==> config.mk <==
export PLATFORM = sky130hd
export DESIGN_NAME = ireg_skew_feeder
export DESIGN_NICKNAME = d
export VERILOG_FILES = /design/src/rtl/ireg_skew_feeder.sv
export SDC_FILE = /design/constraint.sdc
export NUM_CORES = 1
export LEC_CHECK = 0
export CAP_MARGIN = 20
export CORE_ASPECT_RATIO = 1.25
export CORE_MARGIN = 3
export CORE_UTILIZATION = 30
export DETAILED_ROUTE_END_ITERATION = 6
export DONT_BUFFER_PORTS = 1
export GPL_ROUTABILITY_DRIVEN = 0
export SETUP_SLACK_MARGIN = 0.1
export SYNTH_ARGS = -nofsm -noshare
export SYNTH_HDL_FRONTEND = slang
export SYNTH_SLANG_ARGS = --single-unit
export TNS_END_PERCENT = 30
==> constraint.sdc <==
create_clock -name clk -period 2.2 [get_ports clk]
set_input_delay 0.44 -clock clk [delete_from_list [all_inputs] [get_ports clk]]
set_output_delay 0.44 -clock clk [all_outputs]
set_load 0.03 [all_outputs]
==> src/rtl/ireg_skew_feeder.sv <==
// ireg_skew_feeder: re-times accepted ROWS-wide vectors into a diagonal wavefront for the array rows.
// Build option IREG_SKEW_FEEDER_ZERO_BUBBLE_EN zeroes a row's data whenever its enable is low.
module ireg_skew_feeder #(
  parameter int WIDTH = 8,
  parameter int ROWS  = 4,
  parameter int CNT_W = 16
) (
  input  logic                  clk,
  input  logic                  rst_n,
  input  logic                  clr,
  input  logic                  s_valid,
  output logic                  s_ready,
  input  logic                  s_last,
  input  logic [ROWS*WIDTH-1:0] s_data,
  output logic [ROWS*WIDTH-1:0] o_data,
  output logic [ROWS-1:0]       o_en,
  output logic [ROWS-1:0]       o_clr,
  output logic                  busy,
  output logic                  done,
  output logic [CNT_W-1:0]      beat_cnt
);

  // state  | meaning
  // IDLE   | no job open; first accepted beat starts one
  // STREAM | job open; accepts beats, s_valid low injects bubbles
  // FLUSH  | last beat taken; ROWS cycles draining the skew pipes
  typedef enum logic [1:0] {IDLE, STREAM, FLUSH} state_t;

  localparam int FCW = $clog2(ROWS);
  localparam logic [FCW-1:0] FLUSH_LOAD = FCW'(ROWS - 1);

  state_t         state;
  logic [FCW-1:0] flush_cnt;
  logic           accept;

  assign s_ready = rst_n && !clr && (state == IDLE || state == STREAM);
  assign accept  = s_valid && s_ready;
  assign busy    = (state != IDLE);

  always_ff @(posedge clk or negedge rst_n) begin
    if (!rst_n) begin
      state     <= IDLE;
      flush_cnt <= '0;
      done      <= 1'b0;
      beat_cnt  <= '0;
      o_clr     <= '0;
    end else if (clr) begin
      state     <= IDLE;
      flush_cnt <= '0;
      done      <= 1'b0;
      beat_cnt  <= '0;
      o_clr     <= '1;
    end else begin
      o_clr <= '0;
      done  <= 1'b0;
      if (accept) begin
        if (state == IDLE) begin
          beat_cnt <= CNT_W'(1);
        end else if (beat_cnt != '1) begin
          beat_cnt <= beat_cnt + 1'b1;
        end
      end
      case (state)
        IDLE, STREAM: begin
          if (accept) begin
            if (s_last) begin
              state     <= FLUSH;
              flush_cnt <= FLUSH_LOAD;
            end else begin
              state <= STREAM;
            end
          end
        end
        FLUSH: begin
          // terminal count reached after exactly ROWS cycles in FLUSH
          if (flush_cnt == '0) begin
            state <= IDLE;
            done  <= 1'b1;
          end else begin
            flush_cnt <= flush_cnt - 1'b1;
          end
        end
        default: state <= IDLE;
      endcase
    end
  end

  for (genvar r = 0; r < ROWS; r++) begin : g_row
    logic [r:0]       v;
    logic [WIDTH-1:0] d [r+1];

    // stage 0 data only loads on acceptance, so bubbles carry the previous beat's data
    always_ff @(posedge clk or negedge rst_n) begin
      if (!rst_n) begin
        v <= '0;
        for (int k = 0; k <= r; k++) d[k] <= '0;
      end else if (clr) begin
        v <= '0;
        for (int k = 0; k <= r; k++) d[k] <= '0;
      end else begin
        v[0] <= accept;
        if (accept) d[0] <= s_data[r*WIDTH +: WIDTH];
        for (int k = 1; k <= r; k++) begin
          v[k] <= v[k-1];
          d[k] <= d[k-1];
        end
      end
    end

    assign o_en[r] = v[r];
`ifdef IREG_SKEW_FEEDER_ZERO_BUBBLE_EN
    assign o_data[r*WIDTH +: WIDTH] = v[r] ? d[r] : '0;
`else
    assign o_data[r*WIDTH +: WIDTH] = d[r];
`endif
  end

endmodule
# Word level (Yosys, flattened, before mapping)
# Index checks and enable logic that the tools add are counted.
classes:
  n_addsub: 2
  n_eq_ne: 7
  muxes: 30
  n_reduce_logical: 15
op_table:
  columns: ["op", "count"]
  rows:
  - ["16-bit 2-to-1 mux", 5]
  - ["8-bit 2-to-1 mux", 5]
  - ["32-bit 2-to-1 mux", 1]
  - ["24-bit 2-to-1 mux", 1]
  - ["2-bit 2-to-1 mux", 9]
  - ["16-bit by 1-bit adder with 16-bit output (second input constant)", 1]
  - ["16-bit inequality test (second input constant)", 1]
  - ["3-bit inequality test (second input constant)", 4]
  - ["4-bit 2-to-1 mux", 2]
  - ["2-bit one-hot mux with 2 select lines", 2]
  - ["3-bit nonzero test", 2]
  - ["2-bit logical NOT", 2]
  - ["1-bit 2-to-1 mux", 4]
  - ["2-bit AND reduction", 2]
  - ["4-bit AND reduction", 1]
  - ["2-bit nonzero test", 2]
  - ["1-bit logical AND", 3]
  - ["3-bit 2-to-1 mux", 1]
  - ["2-bit by 1-bit equality test with 1-bit output (second input constant)", 1]
  - ["2-bit equality test (second input constant)", 1]
  - ["2-bit OR reduction", 1]
  - ["2-bit by 1-bit subtractor with 2-bit output (second input constant)", 1]
  - ["1-bit logical NOT", 1]
  - ["1-bit logical OR", 1]
totals:
  reg_bits: 115
  in_bits: 37
  out_inout_bits: 59
  word_cells: 73

# Logic depth before layout (Yosys ltp)
# Gate-level depths: netlist of run 1.
logic_depth:
  ltp_word: 7
  depth_mapped: 7
  mapped_depth_nobuf: 6

# Least setup slack after synthesis of run 1
# OpenSTA, ideal clock, no wires.
synth_path:
  path_kind: "register -> register"
  from: "register beat_cnt[0]"
  to: "register beat_cnt[8]"
  setup_time_ps: 78
  arrival_ps: 1702
  t_required_ps: 2122
  path_slack_ps: 420
  stages_incl_launch_ff: 5
  n_path_buf: 0
  period_less_slack_ps: 1780
  path_cell_list: "dfrtp_1 > ha_1 > nand2_1 > or4_1 > o21ai_1"
synth_between:
  elab_chain_cells: 5
  word_cells_on_any_way: 8
  classes_between: "1 x add/sub; 1 x eq/ne; 4 x mux; 2 x reduce/logical"
synth_rtl:
  columns: ["element", "line", "rtl"]
  rows:
  - ["start: declaration", "20", "output logic [CNT_W-1:0] beat_cnt"]
  - ["start signal: assignment", "60", "beat_cnt <= beat_cnt + 1'b1;"]
  - ["16-bit by 1-bit adder with 16-bit output", "60", null]
  - ["16-bit 2-to-1 mux", "59", "end else if (beat_cnt != '1) begin"]
  - ["16-bit 2-to-1 mux", "57", "if (state == IDLE) begin"]
  - ["16-bit 2-to-1 mux", "56", "if (accept) begin"]
  - ["16-bit 2-to-1 mux", "47", "end else if (clr) begin"]
# Several ways; a longest one is shown, not always the timed one. The select of a mux whose other input is x is not followed.
# A chain may end at the register's enable or synchronous reset.

# Worst setup path in the final report of run 1
layout_path:
  from: "register beat_cnt[7]"
  to: "register beat_cnt[15]"
# The elaborated chain is that of the path after synthesis.

==> results of run 1 <==
-- power groups by stage --
stage / sequential [µW] / combinational, µW / clock, µW
2_1_floorplan: 2080 / 158 / 0
3_3_place_gp: 2100 / 142 / 0
3_5_place_dp: 2100 / 148 / 0
4_1_cts: 2060 / 148 / 1690
5_1_grt: 2070 / 160 / 1770
6_report: 2060 / 146 / 1620
-- routing by layer --
| metal | wire length [µm] | vias up | track usage (%) |
|---|---|---|---|
| met2 | 4190 | 75 | 17.7 |
| met4 | 217 | 0 | 5.32 |
| met1 | 3780 | 1259 | 14.1 |
| li1 | - | 1183 | - |
| met5 | 0 | - | 0 |
| met3 | 558 | 18 | 4.58 |
-- timing repair --
action / CTS / global route
endpoints found under the setup margin: 0 / 2
setup buffers: 0 / 0
endpoints found under the hold margin: 106 / 106
gates resized for setup: 0 / 1
-- stage by stage --
| stage | total power [µW] | instances |
|---|---|---|
| 5_1_grt | 3990 | 526 |
| 3_5_place_dp | 2250 | 511 |
| 4_1_cts | 3900 | 526 |
| 6_report | 3830 | 526 |
| 3_3_place_gp | 2240 | 511 |
| 2_1_floorplan | 2240 | 361 |
-- flip-flops by register name, summed over array words and instances, names as in the netlist --
name	flops
g_row.v	4
g_row.d	56
flush_cnt	2
o_clr	1
state	2
beat_cnt	16
o_data	24
done	1
-- kinds of logic after synthesis --
group / share of synthesized area (%)
AND/OR/NAND/NOR: 17.2
AO/OA/AOI/OAI: 7.94
multiplexers: 6.24
adder cells (fa/ha/maj): 0.577
flip-flops: 61.2
buffers and inverters: 6.81
-- cell usage in the layout, fill, tap and decap left out, drive strengths merged, types with 4 or more instances in the layout --
master    n
dfrtp   106
buf      19
and2      4
nand3    11
o21ai    10
nor2b    53
or4       5
nor3      4
mux2     24
clkbuf    9
o211ai   14
or2       4
o311ai    5
nor2      9
nand2    35
inv       8
-- worst min-delay path by stage --
| stage | start | end | slack [ns] |
|---|---|---|---|
| 3_3_place_gp | rst_n | g_row[2].d[14]$_DFF_PN0_ | 0.15 |
| 3_5_place_dp | rst_n | g_row[2].d[11]$_DFF_PN0_ | 0.15 |
| 4_1_cts | rst_n | g_row[3].v[1]$_DFF_PN0_ | -0.24 |
| 5_1_grt | rst_n | o_data[22]$_DFF_PN0_ | -0.26 |
| 6_report | rst_n | g_row[2].d[11]$_DFF_PN0_ | -0.22 |
| 2_1_floorplan | rst_n | beat_cnt[0]$_DFFE_PN0P_ | 0.14 |
-- area by class of cell --
type | instances | share of cell area (%)
well taps | 175 | 4.62
clock inverters | 6 | 1.53
multi-input cells | 206 | 29.4
clock buffers | 9 | 4.75
inverters | 5 | 0.396
repair buffers | 19 | 3.28
flip-flops and latches | 106 | 56.0
-- synth_stat cells (3+ instances only) --
| cell | number |
|---|---|
| a211oi_1 | 3 |
| and2_1 | 4 |
| buf_2 | 5 |
| buf_4 | 28 |
| clkbuf_1 | 11 |
| dfrtp_1 | 106 |
| inv_1 | 5 |
| mux2_2 | 24 |
| nand2_1 | 35 |
| nand3_1 | 10 |
| nor2_1 | 9 |
| nor2b_1 | 53 |
| o211ai_1 | 14 |
| o21ai_0 | 5 |
| o21ai_1 | 5 |
| o311ai_0 | 4 |
| o41ai_1 | 3 |
| or4_1 | 5 |
-- critical path: stages (launching register included) --
cell and delay, ns:
dfrtp_1 0.61, and4_1 0.36, nand4_2 0.23, or2_1 0.32, a31oi_1 0.20, o22a_1 0.15
==> summary.txt, run 1 <==
Power and ir drop
  • Switch Pwr: roughly 870 µW
  • Leak: roughly 0.0022 µW
  • Pint: about 3000 µW
  • Logic pwr share: 3.8%
  • Sw frac: 22.8%
  • Sequential power share: a little over half
  • VDD IR-drop max: 362 µV
  • Pwr/cell area: roughly 810 nW/µm²
  • Clock power frac: between 40% and 50%

CTS
  • CTS tree: yes
  • Inserted Clock Buffers: 9
  • CTS sink count: about 110
  • H-tree levels: 3
  • Clock Path Buffers: 2
  • Clock Pin Slew Worst Setup and Hold Paths: 0.07 ns
  • Clock Root Buffer: clkbuf_16
  • Clk_lat worst skew: 0.35 ns

Yosys
  • Share of the synthesized area in the top cell type: 61.2%
  • Net count after synthesis: 400
  • Synth area leaders: dfrtp_1 61%, nor2b_1 7.7%, mux2_2 6.2%, buf_4 4.9%, nand2_1 3.0%
  • Post-synthesis sequential area ratio: 61.2%
  • Post-Syn Area: 4330 µm²
  • Synth area leader: dfrtp_1
  • Asr flop ratio synth: 100%
  • Post-synth EDFFs: 0
  • Top_reg_cell synth: dfrtp_1
  • Yosys reg bits: 106
  • Syn Area/Cell: about 12 µm²
  • Cell count after synthesis: 361
  • Post-synth cell types: 40
  • Warnings from Yosys: 0

Cells and area
  • Register area: 2650 µm²
  • Final #Nets: around 390
  • Final Util: 33.9%
  • Final instance area: 4740 µm²
  • Share of post-route cells with drive strength above 1: about a fifth
  • Multi-input logic area: 1390 µm²
  • Antenna cells: 0
  • Area growth, synth to finish: 9.33%
  • Fill count: 1369

STA
  • Final setup TNS: 0 ns
  • Clock skew: roughly 0.0076 ns
  • Fin crit share: 88.4%
  • Final setup viols: 0
  • RSZ-0062 raised after global routing: false
  • Fin crit period: 1.94 ns
  • Hold Slack: -0.219 ns
  • Worst-margin pin slew: 0.464 ns
  • Final Hold Fails: 106
  • Slew HR: 69.0%
  • Final setup margin: 0.256 ns
  • Max Fclk: around 0.5 GHz
  • Fin. max-slew vios: 0

Placed design
  • Placed inst area: 4440 µm²
  • Post-DP HPWL: roughly 5700 µm
  • # port buffers: 0
  • Setup WS pre-CTS: 0.240 ns

Critical path
  • Crit. End Element: register
  • Crit path launch: beat_cnt[7]$_DFFE_PN0P_
  • Setup crit end: beat_cnt[15]$_DFFE_PN0P_
  • Reg2reg path depth: 5
  • RR Endpoint: beat_cnt[15]$_DFFE_PN0P_
  • Crit start category: register
  • WS Path Type: register to register
  • WP data required: 2.49 ns
  • Arr. time, crit path: 2.23 ns
  • R2r setup slk: 0.26 ns
  • Maximum fanout along the worst path: 8
  • Reg-to-Reg Start: beat_cnt[7]$_DFFE_PN0P_

GRT
  • Total grt overflow: 0
  • Global-route wire length before repair: 14200 µm
  • Total Routing Usage GR: between 10% and 20%
  • Antenna violations before repair: 0
  • Vias in the first global route: 2564
  • Largest net degree at the start of global routing: 110

Routing
  • Via count: 2535
  • Via-to-Cell Ratio: 4.82
  • Iteration-0 DRC Markers: 172
  • Post-route antenna net violation count: 0
  • Initial DRT Pass Iterations: 4
  • Total routed wirelength: between 8000 and 9000 µm
  • Remaining DRCs: 0
  • Avg WL per Cell: 16.6 µm

Floorplan
  • DIE HEIGHT: 140 µm
  • Die ar.: approximately 16000 µm²
  • Initial core utilization: a little under a third
  • Core area: 14000 µm²
  • # IOs: 96
  • Die Wd: 113 µm
  • Row count: 48

Status
  • Status: finished, violations left
  • Failing checks: negative hold slack

Flow run
  • MaxCap Viol Count: 0

Worst hold path
  • Min-Delay Path Class: input pin to asynchronous set/reset pin
Note: power is estimated with default switching activity, not from simulation.
==> run 2: changes to the inputs <==
--- a/config.mk
+++ b/config.mk
@@ -12,6 +12,7 @@
 export DETAILED_ROUTE_END_ITERATION = 6
 export DONT_BUFFER_PORTS = 1
 export GPL_ROUTABILITY_DRIVEN = 0
+export HOLD_SLACK_MARGIN = 0.06
 export SETUP_SLACK_MARGIN = 0.1
 export SYNTH_ARGS = -nofsm -noshare
 export SYNTH_HDL_FRONTEND = slang
==> results of run 2 <==
Same layout as run 1: the final DEF is identical, and so are final timing and power.
